**config.mk**
```make
export PLATFORM = sky130hd
export DESIGN_NAME = axi_mem_port_arbiter_flat
export DESIGN_NICKNAME = d
export VERILOG_FILES = /design/src/rtl/axi_mem_port_arbiter_if.sv /design/src/rtl/axi_mem_port_arbiter.sv /design/src/flat_wrapper.sv
export SDC_FILE = /design/constraint.sdc
export NUM_CORES = 1
export LEC_CHECK = 0
export CAP_MARGIN = 10
export CORE_AREA = 2 2 177 179
export DETAILED_ROUTE_END_ITERATION = 8
export DIE_AREA = 0 0 179 181
export PLACE_DENSITY = 0.45
export SYNTH_ARGS = -nofsm -noshare
export SYNTH_HDL_FRONTEND = slang
export SYNTH_SLANG_ARGS = --single-unit
```
**constraint.sdc**
```tcl
create_clock -name clk -period 5.1 [get_ports clk]
set_input_delay 0.51 -clock clk [delete_from_list [all_inputs] [get_ports clk]]
set_output_delay 0.51 -clock clk [all_outputs]
set_load 0.03 [all_outputs]
```
**src/rtl/axi_mem_port_arbiter_if.sv**
```systemverilog
// ---------------------------------------------------------------------------
// axi_mem_port_arbiter_if
// Bundles the signals between the AXI read controller, the AXI write
// controller, the single-port SRAM macro and the arbiter that shares it.
//   rd_*      : read-controller request, SRAM pins, grant and read return
//   wr_*      : write-controller request, SRAM pins, grant and read return
//   mem_*     : muxed SRAM pins, plus SRAM read data mem_q_i
// Modports:
//   slave  : arbiter view (takes requests, drives grants and SRAM pins)
//   master : environment view (controllers + SRAM)
// ---------------------------------------------------------------------------
interface axi_mem_port_arbiter_if #(
    parameter int MEM_ADDR_WIDTH = 13,
    parameter int DATA_WIDTH     = 64,
    parameter int BE_WIDTH       = DATA_WIDTH / 8
);
    logic                      rd_valid_i;
    logic                      rd_grant_o;
    logic                      rd_cen_i;
    logic                      rd_wen_i;
    logic [MEM_ADDR_WIDTH-1:0] rd_a_i;
    logic [DATA_WIDTH-1:0]     rd_d_i;
    logic [BE_WIDTH-1:0]       rd_be_i;
    logic [DATA_WIDTH-1:0]     rd_q_o;
    logic                      rd_qvalid_o;

    logic                      wr_valid_i;
    logic                      wr_grant_o;
    logic                      wr_cen_i;
    logic                      wr_wen_i;
    logic [MEM_ADDR_WIDTH-1:0] wr_a_i;
    logic [DATA_WIDTH-1:0]     wr_d_i;
    logic [BE_WIDTH-1:0]       wr_be_i;
    logic [DATA_WIDTH-1:0]     wr_q_o;
    logic                      wr_qvalid_o;

    logic                      mem_cen_o;
    logic                      mem_wen_o;
    logic [MEM_ADDR_WIDTH-1:0] mem_a_o;
    logic [DATA_WIDTH-1:0]     mem_d_o;
    logic [BE_WIDTH-1:0]       mem_be_o;
    logic [DATA_WIDTH-1:0]     mem_q_i;

    modport slave (
        input  rd_valid_i, rd_cen_i, rd_wen_i, rd_a_i, rd_d_i, rd_be_i,
        output rd_grant_o, rd_q_o, rd_qvalid_o,
        input  wr_valid_i, wr_cen_i, wr_wen_i, wr_a_i, wr_d_i, wr_be_i,
        output wr_grant_o, wr_q_o, wr_qvalid_o,
        output mem_cen_o, mem_wen_o, mem_a_o, mem_d_o, mem_be_o,
        input  mem_q_i
    );

    modport master (
        output rd_valid_i, rd_cen_i, rd_wen_i, rd_a_i, rd_d_i, rd_be_i,
        input  rd_grant_o, rd_q_o, rd_qvalid_o,
        output wr_valid_i, wr_cen_i, wr_wen_i, wr_a_i, wr_d_i, wr_be_i,
        input  wr_grant_o, wr_q_o, wr_qvalid_o,
        input  mem_cen_o, mem_wen_o, mem_a_o, mem_d_o, mem_be_o,
        output mem_q_i
    );
endinterface

```
**src/rtl/axi_mem_port_arbiter.sv**
```systemverilog
// ---------------------------------------------------------------------------
// axi_mem_port_arbiter
// Shares one single-port SRAM between the AXI read-only and write-only
// controllers. Same-cycle grant, work-conserving round-robin with a bounded
// burst hold (MAX_HOLD consecutive grants while the other side waits).
// Ports:
//   clk, rst_n  : clock, asynchronous active-low reset
//   bus (slave) : requests/grants, SRAM pins and read return
//   stat_clr_i, stat_rd_cnt_o, stat_wr_cnt_o : grant statistics, present
//                 only when the ARB_STATS_EN macro is defined
// ---------------------------------------------------------------------------
module axi_mem_port_arbiter #(
    parameter int MEM_ADDR_WIDTH = 13,
    parameter int DATA_WIDTH     = 64,
    parameter int BE_WIDTH       = DATA_WIDTH / 8,
    parameter int MAX_HOLD       = 4
) (
    input  logic                  clk,
    input  logic                  rst_n,
    axi_mem_port_arbiter_if.slave bus
`ifdef ARB_STATS_EN
    ,
    input  logic                  stat_clr_i,
    output logic [31:0]           stat_rd_cnt_o,
    output logic [31:0]           stat_wr_cnt_o
`endif
);

    localparam logic [7:0] MAX_HOLD_C = 8'(MAX_HOLD);

    typedef enum logic {GNT_RD = 1'b0, GNT_WR = 1'b1} gnt_e;

    gnt_e                      last_grant_p1;
    logic [7:0]                hold_cnt_p1;
    logic                      rd_qvld_p1;
    logic                      wr_qvld_p1;

    logic                      rd_win_p0;
    logic                      wr_win_p0;
    logic                      keep_p0;
    gnt_e                      winner_p0;
    logic                      mux_cen_p0;
    logic                      mux_wen_p0;
    logic [MEM_ADDR_WIDTH-1:0] mux_a_p0;
    logic [DATA_WIDTH-1:0]     mux_d_p0;
    logic [BE_WIDTH-1:0]       mux_be_p0;

    // Hold counter never exceeds MAX_HOLD, so it can never wrap.
    function automatic logic [7:0] sat_hold(input logic [7:0] h);
        if (h >= MAX_HOLD_C) return MAX_HOLD_C;
        return h + 8'd1;
    endfunction

    // ---- stage p0: combinational arbitration and SRAM mux ----
    assign keep_p0 = (hold_cnt_p1 != 8'd0) && (hold_cnt_p1 < MAX_HOLD_C);

    always_comb begin
        rd_win_p0 = 1'b0;
        wr_win_p0 = 1'b0;
        if (bus.rd_valid_i && bus.wr_valid_i) begin
            // A hold count of 0 (after reset or an idle cycle) hands the
            // contention to the side that did not win last.
            if (keep_p0) rd_win_p0 = (last_grant_p1 == GNT_RD);
            else         rd_win_p0 = (last_grant_p1 == GNT_WR);
            wr_win_p0 = ~rd_win_p0;
        end else begin
            rd_win_p0 = bus.rd_valid_i;
            wr_win_p0 = bus.wr_valid_i;
        end
    end

    assign winner_p0 = wr_win_p0 ? GNT_WR : GNT_RD;

    always_comb begin
        mux_cen_p0 = 1'b1;
        mux_wen_p0 = 1'b1;
        mux_a_p0   = '0;
        mux_d_p0   = '0;
        mux_be_p0  = '0;
        if (rd_win_p0) begin
            mux_cen_p0 = bus.rd_cen_i;
            mux_wen_p0 = bus.rd_wen_i;
            mux_a_p0   = bus.rd_a_i;
            mux_d_p0   = bus.rd_d_i;
            mux_be_p0  = bus.rd_be_i;
        end else if (wr_win_p0) begin
            mux_cen_p0 = bus.wr_cen_i;
            mux_wen_p0 = bus.wr_wen_i;
            mux_a_p0   = bus.wr_a_i;
            mux_d_p0   = bus.wr_d_i;
            mux_be_p0  = bus.wr_be_i;
        end
    end

    assign bus.rd_grant_o = rd_win_p0;
    assign bus.wr_grant_o = wr_win_p0;
    assign bus.mem_cen_o  = mux_cen_p0;
    assign bus.mem_wen_o  = mux_wen_p0;
    assign bus.mem_a_o    = mux_a_p0;
    assign bus.mem_d_o    = mux_d_p0;
    assign bus.mem_be_o   = mux_be_p0;

    // ---- stage p1: arbitration state and read-return valid ----
    always_ff @(posedge clk or negedge rst_n) begin
        if (!rst_n) begin
            last_grant_p1 <= GNT_WR;
            hold_cnt_p1   <= 8'd0;
            rd_qvld_p1    <= 1'b0;
            wr_qvld_p1    <= 1'b0;
        end else begin
            rd_qvld_p1 <= rd_win_p0 && !bus.rd_cen_i && bus.rd_wen_i;
            wr_qvld_p1 <= wr_win_p0 && !bus.wr_cen_i && bus.wr_wen_i;
            if (rd_win_p0 || wr_win_p0) begin
                if (winner_p0 == last_grant_p1) begin
                    hold_cnt_p1 <= sat_hold(hold_cnt_p1);
                end else begin
                    last_grant_p1 <= winner_p0;
                    hold_cnt_p1   <= 8'd1;
                end
            end else begin
                hold_cnt_p1 <= 8'd0;
            end
        end
    end

    assign bus.rd_q_o      = bus.mem_q_i;
    assign bus.wr_q_o      = bus.mem_q_i;
    assign bus.rd_qvalid_o = rd_qvld_p1;
    assign bus.wr_qvalid_o = wr_qvld_p1;

`ifdef ARB_STATS_EN
    logic [31:0] rd_cnt_p1;
    logic [31:0] wr_cnt_p1;

    function automatic logic [31:0] sat_cnt(input logic [31:0] c);
        if (c == 32'hFFFF_FFFF) return c;
        return c + 32'd1;
    endfunction

    // ---- stage p1: grant statistics ----
    always_ff @(posedge clk or negedge rst_n) begin
        if (!rst_n) begin
            rd_cnt_p1 <= 32'd0;
            wr_cnt_p1 <= 32'd0;
        end else if (stat_clr_i) begin
            rd_cnt_p1 <= 32'd0;
            wr_cnt_p1 <= 32'd0;
        end else begin
            if (rd_win_p0) rd_cnt_p1 <= sat_cnt(rd_cnt_p1);
            if (wr_win_p0) wr_cnt_p1 <= sat_cnt(wr_cnt_p1);
        end
    end

    assign stat_rd_cnt_o = rd_cnt_p1;
    assign stat_wr_cnt_o = wr_cnt_p1;
`endif

endmodule

```
**src/flat_wrapper.sv**
```systemverilog
// flat-port wrapper written by rule: the top's interface ports become plain ports
module axi_mem_port_arbiter_flat 
#(
    parameter int MEM_ADDR_WIDTH = 13,
    parameter int DATA_WIDTH     = 64,
    parameter int BE_WIDTH       = DATA_WIDTH / 8,
    parameter int MAX_HOLD       = 4
)
  (clk, rst_n, bus_rd_valid_i, bus_rd_cen_i, bus_rd_wen_i, bus_rd_a_i, bus_rd_d_i, bus_rd_be_i, bus_rd_grant_o, bus_rd_q_o, bus_rd_qvalid_o, bus_wr_valid_i, bus_wr_cen_i, bus_wr_wen_i, bus_wr_a_i, bus_wr_d_i, bus_wr_be_i, bus_wr_grant_o, bus_wr_q_o, bus_wr_qvalid_o, bus_mem_cen_o, bus_mem_wen_o, bus_mem_a_o, bus_mem_d_o, bus_mem_be_o, bus_mem_q_i);
  axi_mem_port_arbiter_if #(.MEM_ADDR_WIDTH(MEM_ADDR_WIDTH), .DATA_WIDTH(DATA_WIDTH), .BE_WIDTH(BE_WIDTH)) bus_i ();
  input  logic clk;
  input  logic rst_n;
  input wire logic [$bits(bus_i.rd_valid_i)-1:0] bus_rd_valid_i;
  input wire logic [$bits(bus_i.rd_cen_i)-1:0] bus_rd_cen_i;
  input wire logic [$bits(bus_i.rd_wen_i)-1:0] bus_rd_wen_i;
  input wire logic [$bits(bus_i.rd_a_i)-1:0] bus_rd_a_i;
  input wire logic [$bits(bus_i.rd_d_i)-1:0] bus_rd_d_i;
  input wire logic [$bits(bus_i.rd_be_i)-1:0] bus_rd_be_i;
  output wire logic [$bits(bus_i.rd_grant_o)-1:0] bus_rd_grant_o;
  output wire logic [$bits(bus_i.rd_q_o)-1:0] bus_rd_q_o;
  output wire logic [$bits(bus_i.rd_qvalid_o)-1:0] bus_rd_qvalid_o;
  input wire logic [$bits(bus_i.wr_valid_i)-1:0] bus_wr_valid_i;
  input wire logic [$bits(bus_i.wr_cen_i)-1:0] bus_wr_cen_i;
  input wire logic [$bits(bus_i.wr_wen_i)-1:0] bus_wr_wen_i;
  input wire logic [$bits(bus_i.wr_a_i)-1:0] bus_wr_a_i;
  input wire logic [$bits(bus_i.wr_d_i)-1:0] bus_wr_d_i;
  input wire logic [$bits(bus_i.wr_be_i)-1:0] bus_wr_be_i;
  output wire logic [$bits(bus_i.wr_grant_o)-1:0] bus_wr_grant_o;
  output wire logic [$bits(bus_i.wr_q_o)-1:0] bus_wr_q_o;
  output wire logic [$bits(bus_i.wr_qvalid_o)-1:0] bus_wr_qvalid_o;
  output wire logic [$bits(bus_i.mem_cen_o)-1:0] bus_mem_cen_o;
  output wire logic [$bits(bus_i.mem_wen_o)-1:0] bus_mem_wen_o;
  output wire logic [$bits(bus_i.mem_a_o)-1:0] bus_mem_a_o;
  output wire logic [$bits(bus_i.mem_d_o)-1:0] bus_mem_d_o;
  output wire logic [$bits(bus_i.mem_be_o)-1:0] bus_mem_be_o;
  input wire logic [$bits(bus_i.mem_q_i)-1:0] bus_mem_q_i;
  assign bus_i.rd_valid_i = bus_rd_valid_i;
  assign bus_i.rd_cen_i = bus_rd_cen_i;
  assign bus_i.rd_wen_i = bus_rd_wen_i;
  assign bus_i.rd_a_i = bus_rd_a_i;
  assign bus_i.rd_d_i = bus_rd_d_i;
  assign bus_i.rd_be_i = bus_rd_be_i;
  assign bus_rd_grant_o = bus_i.rd_grant_o;
  assign bus_rd_q_o = bus_i.rd_q_o;
  assign bus_rd_qvalid_o = bus_i.rd_qvalid_o;
  assign bus_i.wr_valid_i = bus_wr_valid_i;
  assign bus_i.wr_cen_i = bus_wr_cen_i;
  assign bus_i.wr_wen_i = bus_wr_wen_i;
  assign bus_i.wr_a_i = bus_wr_a_i;
  assign bus_i.wr_d_i = bus_wr_d_i;
  assign bus_i.wr_be_i = bus_wr_be_i;
  assign bus_wr_grant_o = bus_i.wr_grant_o;
  assign bus_wr_q_o = bus_i.wr_q_o;
  assign bus_wr_qvalid_o = bus_i.wr_qvalid_o;
  assign bus_mem_cen_o = bus_i.mem_cen_o;
  assign bus_mem_wen_o = bus_i.mem_wen_o;
  assign bus_mem_a_o = bus_i.mem_a_o;
  assign bus_mem_d_o = bus_i.mem_d_o;
  assign bus_mem_be_o = bus_i.mem_be_o;
  assign bus_i.mem_q_i = bus_mem_q_i;
  axi_mem_port_arbiter #(.MEM_ADDR_WIDTH(MEM_ADDR_WIDTH), .DATA_WIDTH(DATA_WIDTH), .BE_WIDTH(BE_WIDTH), .MAX_HOLD(MAX_HOLD)) u_core (.clk(clk), .rst_n(rst_n), .bus(bus_i));
endmodule
```
Word-level counts from Yosys, hierarchy flattened --
Cells that the tools add are included.
Storage, ports and cells: input port bits 242, register bits after elaboration 11, output and inout bits 219
Cells by class: muxes and demuxes 22, reduce and logical (&&, ||, !) cells 11, bitwise operators 3, magnitude comparators 2, equality and inequality tests 1, $add $sub $neg 1
Operator list (count):
- 2-to-1 mux 64 bit | 2
- 2-to-1 mux 8 bit | 6
- 2-to-1 mux 13 bit | 2
- 2-to-1 mux 1 bit | 12
- adder 8 x 1 -> 8 bit (second input constant) | 1
- greater-or-equal comparator 8 x 3 -> 1 bit (second input constant) | 1
- < comparator 8 x 3 -> 1 bit (second input constant) | 1
- nonzero test 8 bit | 1
- logical AND 1 bit | 6
- NOT 1 bit | 3
- logical NOT 1 bit | 2
- AND reduction 2 bit | 1
- == test 1 bit | 1
- logical OR 1 bit | 1

Depth between registers and ports, before layout --
Gate-level depths: netlist (run 1).
depth after elaboration 13, depth in mapped cells 8, gate-level depth less buffers 6

Worst setup path after synthesis (run 1) --
Ideal clock, no wire load.
path kind reg2out, from register u_core.hold_cnt_p1[0], to output port bus_mem_a_o[10], stages on the path, launching flop included 8, path slack 2.295 ns, data arrival time 2.295 ns, required time 4.590 ns, buffers on the path 1, path through dfrtp_1 > inv_1 > ha_1 > nor3_1 > nand3_1 > a31oi_1 > clkbuf_1 > a22o_1
RTL lines:
- start: declaration | line axi_mem_port_arbiter.sv:34 | logic [7:0] hold_cnt_p1;
- start signal: assignment | line axi_mem_port_arbiter.sv:115 | hold_cnt_p1 <= sat_hold(hold_cnt_p1);
- < comparator 8 x 3 -> 1 bit or nonzero test 8 bit (tied branches) | line axi_mem_port_arbiter.sv:55 | assign keep_p0 = (hold_cnt_p1 != 8'd0) && (hold_cnt_p1 < MAX_HOLD_C);
- logical AND 1 bit (*) | line axi_mem_port_arbiter.sv:55
- 2-to-1 mux 1 bit (*) | line axi_mem_port_arbiter.sv:63 | if (keep_p0) rd_win_p0 = (last_grant_p1 == GNT_RD);
- 2-to-1 mux 1 bit (*) (2 in series) | line axi_mem_port_arbiter.sv:60 | if (bus.rd_valid_i && bus.wr_valid_i) begin
- via bus_rd_grant_o | line flat_wrapper.sv:19 | output wire logic [$bits(bus_i.rd_grant_o)-1:0] bus_rd_grant_o;
- 2-to-1 mux 13 bit (*) | line axi_mem_port_arbiter.sv:80 | if (rd_win_p0) begin
- end: declaration | line flat_wrapper.sv:33 | output wire logic [$bits(bus_i.mem_a_o)-1:0] bus_mem_a_o;
The timed path passes the listed nets; every way through them passes the cells marked *. The select of a mux whose other input is x is not followed.

Worst setup path after layout (run 1) --
from register u_core.hold_cnt_p1[0], to output port bus_mem_d_o[41]
Between the ends: word-level cells in the longest chain between the ends 8
Ends and longest elaborated chain:
- < comparator 8 x 3 -> 1 bit or nonzero test 8 bit (tied branches) | line axi_mem_port_arbiter.sv:55
- logical AND 1 bit (*) | line axi_mem_port_arbiter.sv:55
- 2-to-1 mux 1 bit (*) | line axi_mem_port_arbiter.sv:63
- 2-to-1 mux 1 bit (*) | line axi_mem_port_arbiter.sv:60
- NOT 1 bit | line axi_mem_port_arbiter.sv:65 | wr_win_p0 = ~rd_win_p0;
- 2-to-1 mux 1 bit | line axi_mem_port_arbiter.sv:60
- 2-to-1 mux 64 bit | line axi_mem_port_arbiter.sv:86 | end else if (wr_win_p0) begin
- 2-to-1 mux 64 bit (*) | line axi_mem_port_arbiter.sv:80
- end: declaration | line flat_wrapper.sv:34 | output wire logic [$bits(bus_i.mem_d_o)-1:0] bus_mem_d_o;
Mark *: on every way between the ends. The rest lies on a longest branch, timed or not. The select of a mux whose other input is x is not followed.

==> results of run 1 <==
## report_power, final
part | leakage (nW) | internal (mW) | switching (mW) | total (mW)
clock network | 0.0382 | 0.104 | 0.0333 | 0.138
registers | 0.134 | 0.0939 | 0.00467 | 0.0986
logic | 1.52 | 0.289 | 0.267 | 0.557
## metal layers
layer  GRT usage  vias to the layer above
li1            -                     1160
met1     0.06785                     1096
met2      0.1449                      269
met3     0.03872                       24
met4     0.01528                        0
met5    0.006173                        -
## cells in the mapped netlist
cell and count:
nor4_4 1, nor4_1 1, o31ai_1 1, buf_2 2, and3_1 3, or4_1 1, a211oi_1 1, o21ai_1 1
ha_1 2, a21oi_1 1, nor2_1 5, a22o_1 85, conb_1 1, dfstp_2 1, dfrtp_1 10, buf_4 129
o21ai_0 1, nor4b_1 1, clkbuf_1 16, a22oi_1 2, inv_1 9, a31oi_1 1, or3_1 2, a211o_1 1
a311oi_2 1, o211ai_1 1, nor3_1 1, nand3_1 1
## cells in the final DEF (no fill, tap or decap), drive strengths merged
master / instances
clkdlybuf4s50: 268
a22o: 85
dfrtp: 10
inv: 9
nor2: 5
conb: 5
buf: 4
clkbuf: 4
and3: 3
or3: 2
a22oi: 2
ha: 2
nor4: 2
o21ai: 2
nor3: 1
a211oi: 1
a311oi: 1
or4: 1
nand3: 1
a31oi: 1
a21oi: 1
o211ai: 1
nor4b: 1
a211o: 1
o31ai: 1
dfstp: 1
## worst reg2reg max path: stages (launching register included)
cell and delay, ps:
dfrtp_1 360, inv_1 50, ha_1 210, nor3_1 400, a211oi_1 200, a311oi_4 300, buf_4 440, and3_1 240
## state kept, by name (all words and copies together), names as in the netlist
name / cells
u_core.bus.rd_qvalid_o: 1
u_core.bus.wr_qvalid_o: 1
u_core.hold_cnt_p1: 8
u_core.last_grant_p1: 1
## worst paths after layout
path / slack [ps] / endpoint / startpoint
max: 1330 / bus_mem_d_o[41] / u_core.hold_cnt_p1[0]
min: 510 / u_core.hold_cnt_p1[0] / u_core.hold_cnt_p1[0]
max reg2reg: 2840 / u_core.bus.wr_qvalid_o / u_core.hold_cnt_p1[0]
min reg2reg: 510 / u_core.hold_cnt_p1[0] / u_core.hold_cnt_p1[0]
max in group asynchronous: 4110 / u_core.last_grant_p1 / rst_n
min in group asynchronous: 630 / u_core.bus.rd_qvalid_o / rst_n
## area by class of cell
type / instances / share of cell area
repair buffers: 272 / 0.5899
multi-input cells: 119 / 0.2177
well taps: 396 / 0.1078
flip-flops and latches: 11 / 0.06014
clock buffers: 4 / 0.01714
inverters: 9 / 0.007347
## through the flow
step                power, mW  hold slack, ps
finish                 0.7930           505.7
global route           0.8389           529.7
CTS                    0.8050           508.8
detailed placement     0.6601           503.7
global placement       0.6616           503.5
floorplan              0.5423           214.4
## logic make-up (layout without fill, tap and decap cells)
group,count (synthesis),count (layout)
buffers and inverters,156,285
flip-flops,11,11
AO/OA/AOI/OAI,96,96
AND/OR/NAND/NOR,16,16
adder cells (fa/ha/maj),2,2
other,1,5
==> impl_results.md, run 1 <==
- Initial DRC Count: 68
- DRT Wirelength: 13.55 mm
- Worst-path maximum fanout: 47
- Drt drc: 0
- Cell variety after synth: 28
- Buf/Inv on CP: 3
- DP Worst Slack: 1460 ps
- Die W: 179 microns
- Area after DPL: 4519 sq um
- Simple logic cell fraction of the synthesized area: 0.04499
- Row Count: 64
- H-tree levels: 1
- Initial antenna violation count: 0
- Post-layout util: 0.1515
- Synth Instances: 282
- Initial Util: 0.07606
- Avg Vias per Cell: 3.143
- Synth area leaders: buf_4 (42%), a22o_1 (32%), dfrtp_1 (11%)
- Final Cell Area: 4598 sq um
- Yosys warnings: 0
- Register area share after synthesis: 0.1198
- Hold depth: 1
- Number of global-route vias before repair: 2741
- Max incr delay on CP: 690 ps
- Num CTS Buffers: 3
- Total gr overflow: 0
- Final worst path period share: 0.7400
- CTS tree: done
- DR WL met3: 2.173 mm
- Largest area contributor in the netlist: buf_4
- Post-DP HPWL: 11.89 mm
- Met2 WL: 6.990 mm
- Gp weighted congestion: 0.7093
- Xor and xnor fraction of the mapped netlist area: 0
- Inst Count DP: 807
- Worst EP required: 4590 ps
- First-pass GRT wire length: 17.79 mm
- Slowest cell on crit path: clkdlybuf4s50_1
- Tmin final: 3774 ps
- Fin worst setup slack: 1326 ps
- IO buf count: 268
- Final-report hold violation count: 0
- Startpoint type of the worst setup path: flip-flop
- Later-pin clock latency in the skew report: 230 ps
- Post-CTS Resized: 0
- Fraction of layout cells with a size suffix above 1: 0.02651
- Synth Area in Compound Gates: 0.3583
- Power per cell area: 172.5 nW/um^2
- Multiplexer share of the synthesized area: 0
- Crit Path Class: reg -> out
- Clock Path Buffers: 2
- Post-CTS Setup Bufs: 0
- Nets: 660
- Worst path top cell family by delay: buffers and inverters
- Layout area overhead: 99.19%
- Largest family of logic cells by synthesized area: buffers and inverters
- Post-route ant nets: 0
- RSZ-0062 raised after global routing: no
- Drt pass-1 iters: 4
- Area occupied by multi-input gates: 1001 sq um
- Worst Skew: 1.458 ps
- Largest net degree at the start of global routing: 51
- Clk slew on worst S/H paths: 40 ps
- Max rail drop VDD: 0.07303 mV
- Routed met1 length: 4.128 mm
- Top-area cell type share of the netlist area: 0.4195
- Worst path depth: 8
- Vias: 2549
- WL per Instance: 16.71 microns
- Worst R2R Path Depth: 7
- Vert. Die Dim: 181 microns
- #FFs+latches synth: 11
- Io pins: 461
- Slew Viols, Final: 0
- Setup_tns: 0 ps
- Fill cell count: 3409
- Arr. time, crit path: 3260 ps
- CP cell instances: inv_1 > ha_1 > nor3_1 > a211oi_1 > a311oi_4 > buf_4 > a22o_1 > clkdlybuf4s50_1
- Non-Filler Instances: 811
- Clk root buf: clkbuf_16
- Max-Cap Viols: 0
- Max Fclk: 0.2650 GHz
- Slew @ Worst Pin: 584.2 ps
- Status: complete, no violations
- CTS Sinks: 11
- CTS Hold Buffers Added: 0
- Total track usage: 0.07490
- Post-Synthesis Cell Area: 2308 sq um
- Leakage power: 1.693 nW
- HP Class: reg -> reg
- Storage cell area: 276.5 sq um
- Placeable Area: 30350 sq um
- Avg Cell Area, Syn: 8.186 sq um
- # setup viols final: 0
- Die area: 32400 sq um
- Rel. slew slack: 0.6105
- Post-Synth Adder-Cell Area: 0.01084
- Top sig layer: met4
- ANT cells: 0
- Crit. End Element: output port
No activity file was read; power rests on OpenSTA's default activity.
==> run 2, diff against run 1 <==
--- a/config.mk
+++ b/config.mk
@@ -6,9 +6,9 @@
 export NUM_CORES = 1
 export LEC_CHECK = 0
 export CAP_MARGIN = 10
-export CORE_AREA = 2 2 177 179
+export CORE_AREA = 2 2 180 182
 export DETAILED_ROUTE_END_ITERATION = 8
-export DIE_AREA = 0 0 179 181
+export DIE_AREA = 0 0 182 184
 export PLACE_DENSITY = 0.45
 export SYNTH_ARGS = -nofsm -noshare
 export SYNTH_HDL_FRONTEND = slang
==> constraint.sdc (replaced) <==
create_clock -name clk -period 3.33 [get_ports clk]
set_input_delay 0.333 -clock clk [delete_from_list [all_inputs] [get_ports clk]]
set_output_delay 0.333 -clock clk [all_outputs]
set_load 0.03 [all_outputs]
==> impl_results.md, run 2 (synthesized netlist as in run 1, its figures left out) <==
- Status: complete, no violations
- Num CTS Buffers: 3
- Max rail drop VDD: 0.1085 mV
- Routed met1 length: 4.122 mm
- Worst path top cell family by delay: buffers and inverters
- Layout area overhead: 108.6%
- H-tree levels: 1
- Total gr overflow: 0
- Most frequent cells in the layout: clkdlybuf4s50_1 (244), a22o_1 (85), buf_12 (18)
- Nets: 665
- Power per cell area: 264.3 nW/um^2
- RSZ-0062 raised after global routing: no
- Initial DRC Count: 71
- Drt drc: 0
- Max-Cap Viols: 0
- Startpoint type of the worst setup path: flip-flop
- Leakage power: 1.824 nW
- Largest net degree at the start of global routing: 46
- Initial antenna violation count: 0
- Slowest cell on crit path: clkdlybuf4s50_1
- Post-layout util: 0.1534
- Met2 WL: 5.874 mm
- Vias: 2559
- Commonest non-fill, non-tap cell in the layout: clkdlybuf4s50_1
- Number of flip-flops in the largest register: 8
- Post-route ant nets: 0
- Arr. time, crit path: 2780 ps
- Io pins: 461
- IO buf count: 268
- Worst Skew: 1.931 ps
- Final Cell Area: 4815 sq um
- HP Class: in -> async
- Placeable Area: 31390 sq um
- Gp weighted congestion: 0.6622
- Vert. Die Dim: 184 microns
- DR WL met3: 1.429 mm
- Tmin final: 3113 ps
- Final-report hold violation count: 0
- Row Count: 65
- Drt pass-1 iters: 4
- Clk root buf: clkbuf_16
- Final worst path period share: 0.9348
- Buf/Inv on CP: 3
- Post-DP HPWL: 10.49 mm
- Slew Viols, Final: 0
- WL per Instance: 14.64 microns
- CTS Sinks: 11
- Max incr delay on CP: 680 ps
- Die area: 33490 sq um
- Die W: 182 microns
- Worst-path maximum fanout: 44
- Crit Path Class: reg -> out
- Area after DPL: 4722 sq um
- Clock Path Buffers: 2
- First-pass GRT wire length: 16.13 mm
- Inst Count DP: 817
- Max Fclk: 0.3213 GHz
- CTS Hold Buffers Added: 0
- Worst EP required: 3000 ps
- Number of global-route vias before repair: 2594
- Setup_tns: 0 ps
- Total track usage: 0.06321
- # setup viols final: 0
- CP cell instances: inv_1 > ha_1 > nor3_2 > a211oi_1 > a311oi_4 > buf_12 > a22o_1 > clkdlybuf4s50_1
- Non-Filler Instances: 822
- Rel. slew slack: 0.6565
- Clk slew on worst S/H paths: 40 ps
- Later-pin clock latency in the skew report: 230 ps
- Initial Util: 0.07354
- Top sig layer: met4
- Final hold slack: 445.0 ps
- Avg Vias per Cell: 3.113
- Crit. End Element: output port
- DRT Wirelength: 12.03 mm
- Slew @ Worst Pin: 513.6 ps
- ANT cells: 0
- Reg with most FFs: u_core.hold_cnt_p1
- CTS tree: done
- Fraction of layout cells with a size suffix above 1: 0.1000
==> run 2: cell count changes in the layout (fill, tap and decap cells not counted) <==
cell             change
buf_12              +18
buf_4               +11
clkbuf_1             -1
clkdlybuf4s50_1     -24
clkinv_2             +1
nor3_1               -1
nor3_2               +1
==> run 2: routing by layer <==
layer / global-route usage / up-vias
met5: 0 / -
met4: 0.03226 / 0
met3: 0.02159 / 61
met2: 0.1145 / 199
met1: 0.06472 / 1130
li1: - / 1169
==> run 2: path summary, 6_finish.rpt <==
path	start	end	slack, ps	depth (start not counted)
setup / recovery	u_core.hold_cnt_p1[0]	bus_mem_d_o[32]	220	8
hold / removal	rst_n	u_core.bus.wr_qvalid_o	440	1
setup reg to reg	u_core.hold_cnt_p1[4]	u_core.bus.rd_qvalid_o	1350	5
hold reg to reg	u_core.hold_cnt_p1[0]	u_core.hold_cnt_p1[0]	500	1
max in group asynchronous	rst_n	u_core.last_grant_p1	2520	1
min in group clk	u_core.hold_cnt_p1[0]	u_core.hold_cnt_p1[0]	500	1
==> run 2: worst register-to-register path, delay by kind of cell (launching register included) <==
kind	cells	cell delay, ps
simple gates	2	790
compound gates	2	460
flops	1	400
buf+inv	1	220
==> run 2: metrics by stage <==
| stage | setup WS (ps) | power [mW] |
|---|---|---|
| 2_1_floorplan | 702.4 | 0.8305 |
| 3_3_place_gp | 245.9 | 1.070 |
| 3_5_place_dp | 255.1 | 1.069 |
| 4_1_cts | 1.374 | 1.292 |
| 5_1_grt | 63.93 | 1.338 |
| 6_report | 217.2 | 1.273 |
==> run 2: cell type report <==
cell class | instances | area (sq um)
sequential | 11 | 276.5
clock buffer | 3 | 75.07
clock inverter | 1 | 5.005
fill | 3531 | 26580
multi-input combinational | 119 | 1006
timing repair buffer | 277 | 2915
tap | 402 | 503.0
inverter | 9 | 33.78
==> run 2: what timing repair did <==
item                       CTS  global route
setup endpoints to repair    0            61
setup buffers                0             1
resized for setup            0             1
==> run 2: power by group <==
part / internal, mW / switching (mW)
Sequential: 0.144 / 0.00736
Combinational: 0.488 / 0.422
Clock: 0.158 / 0.0535
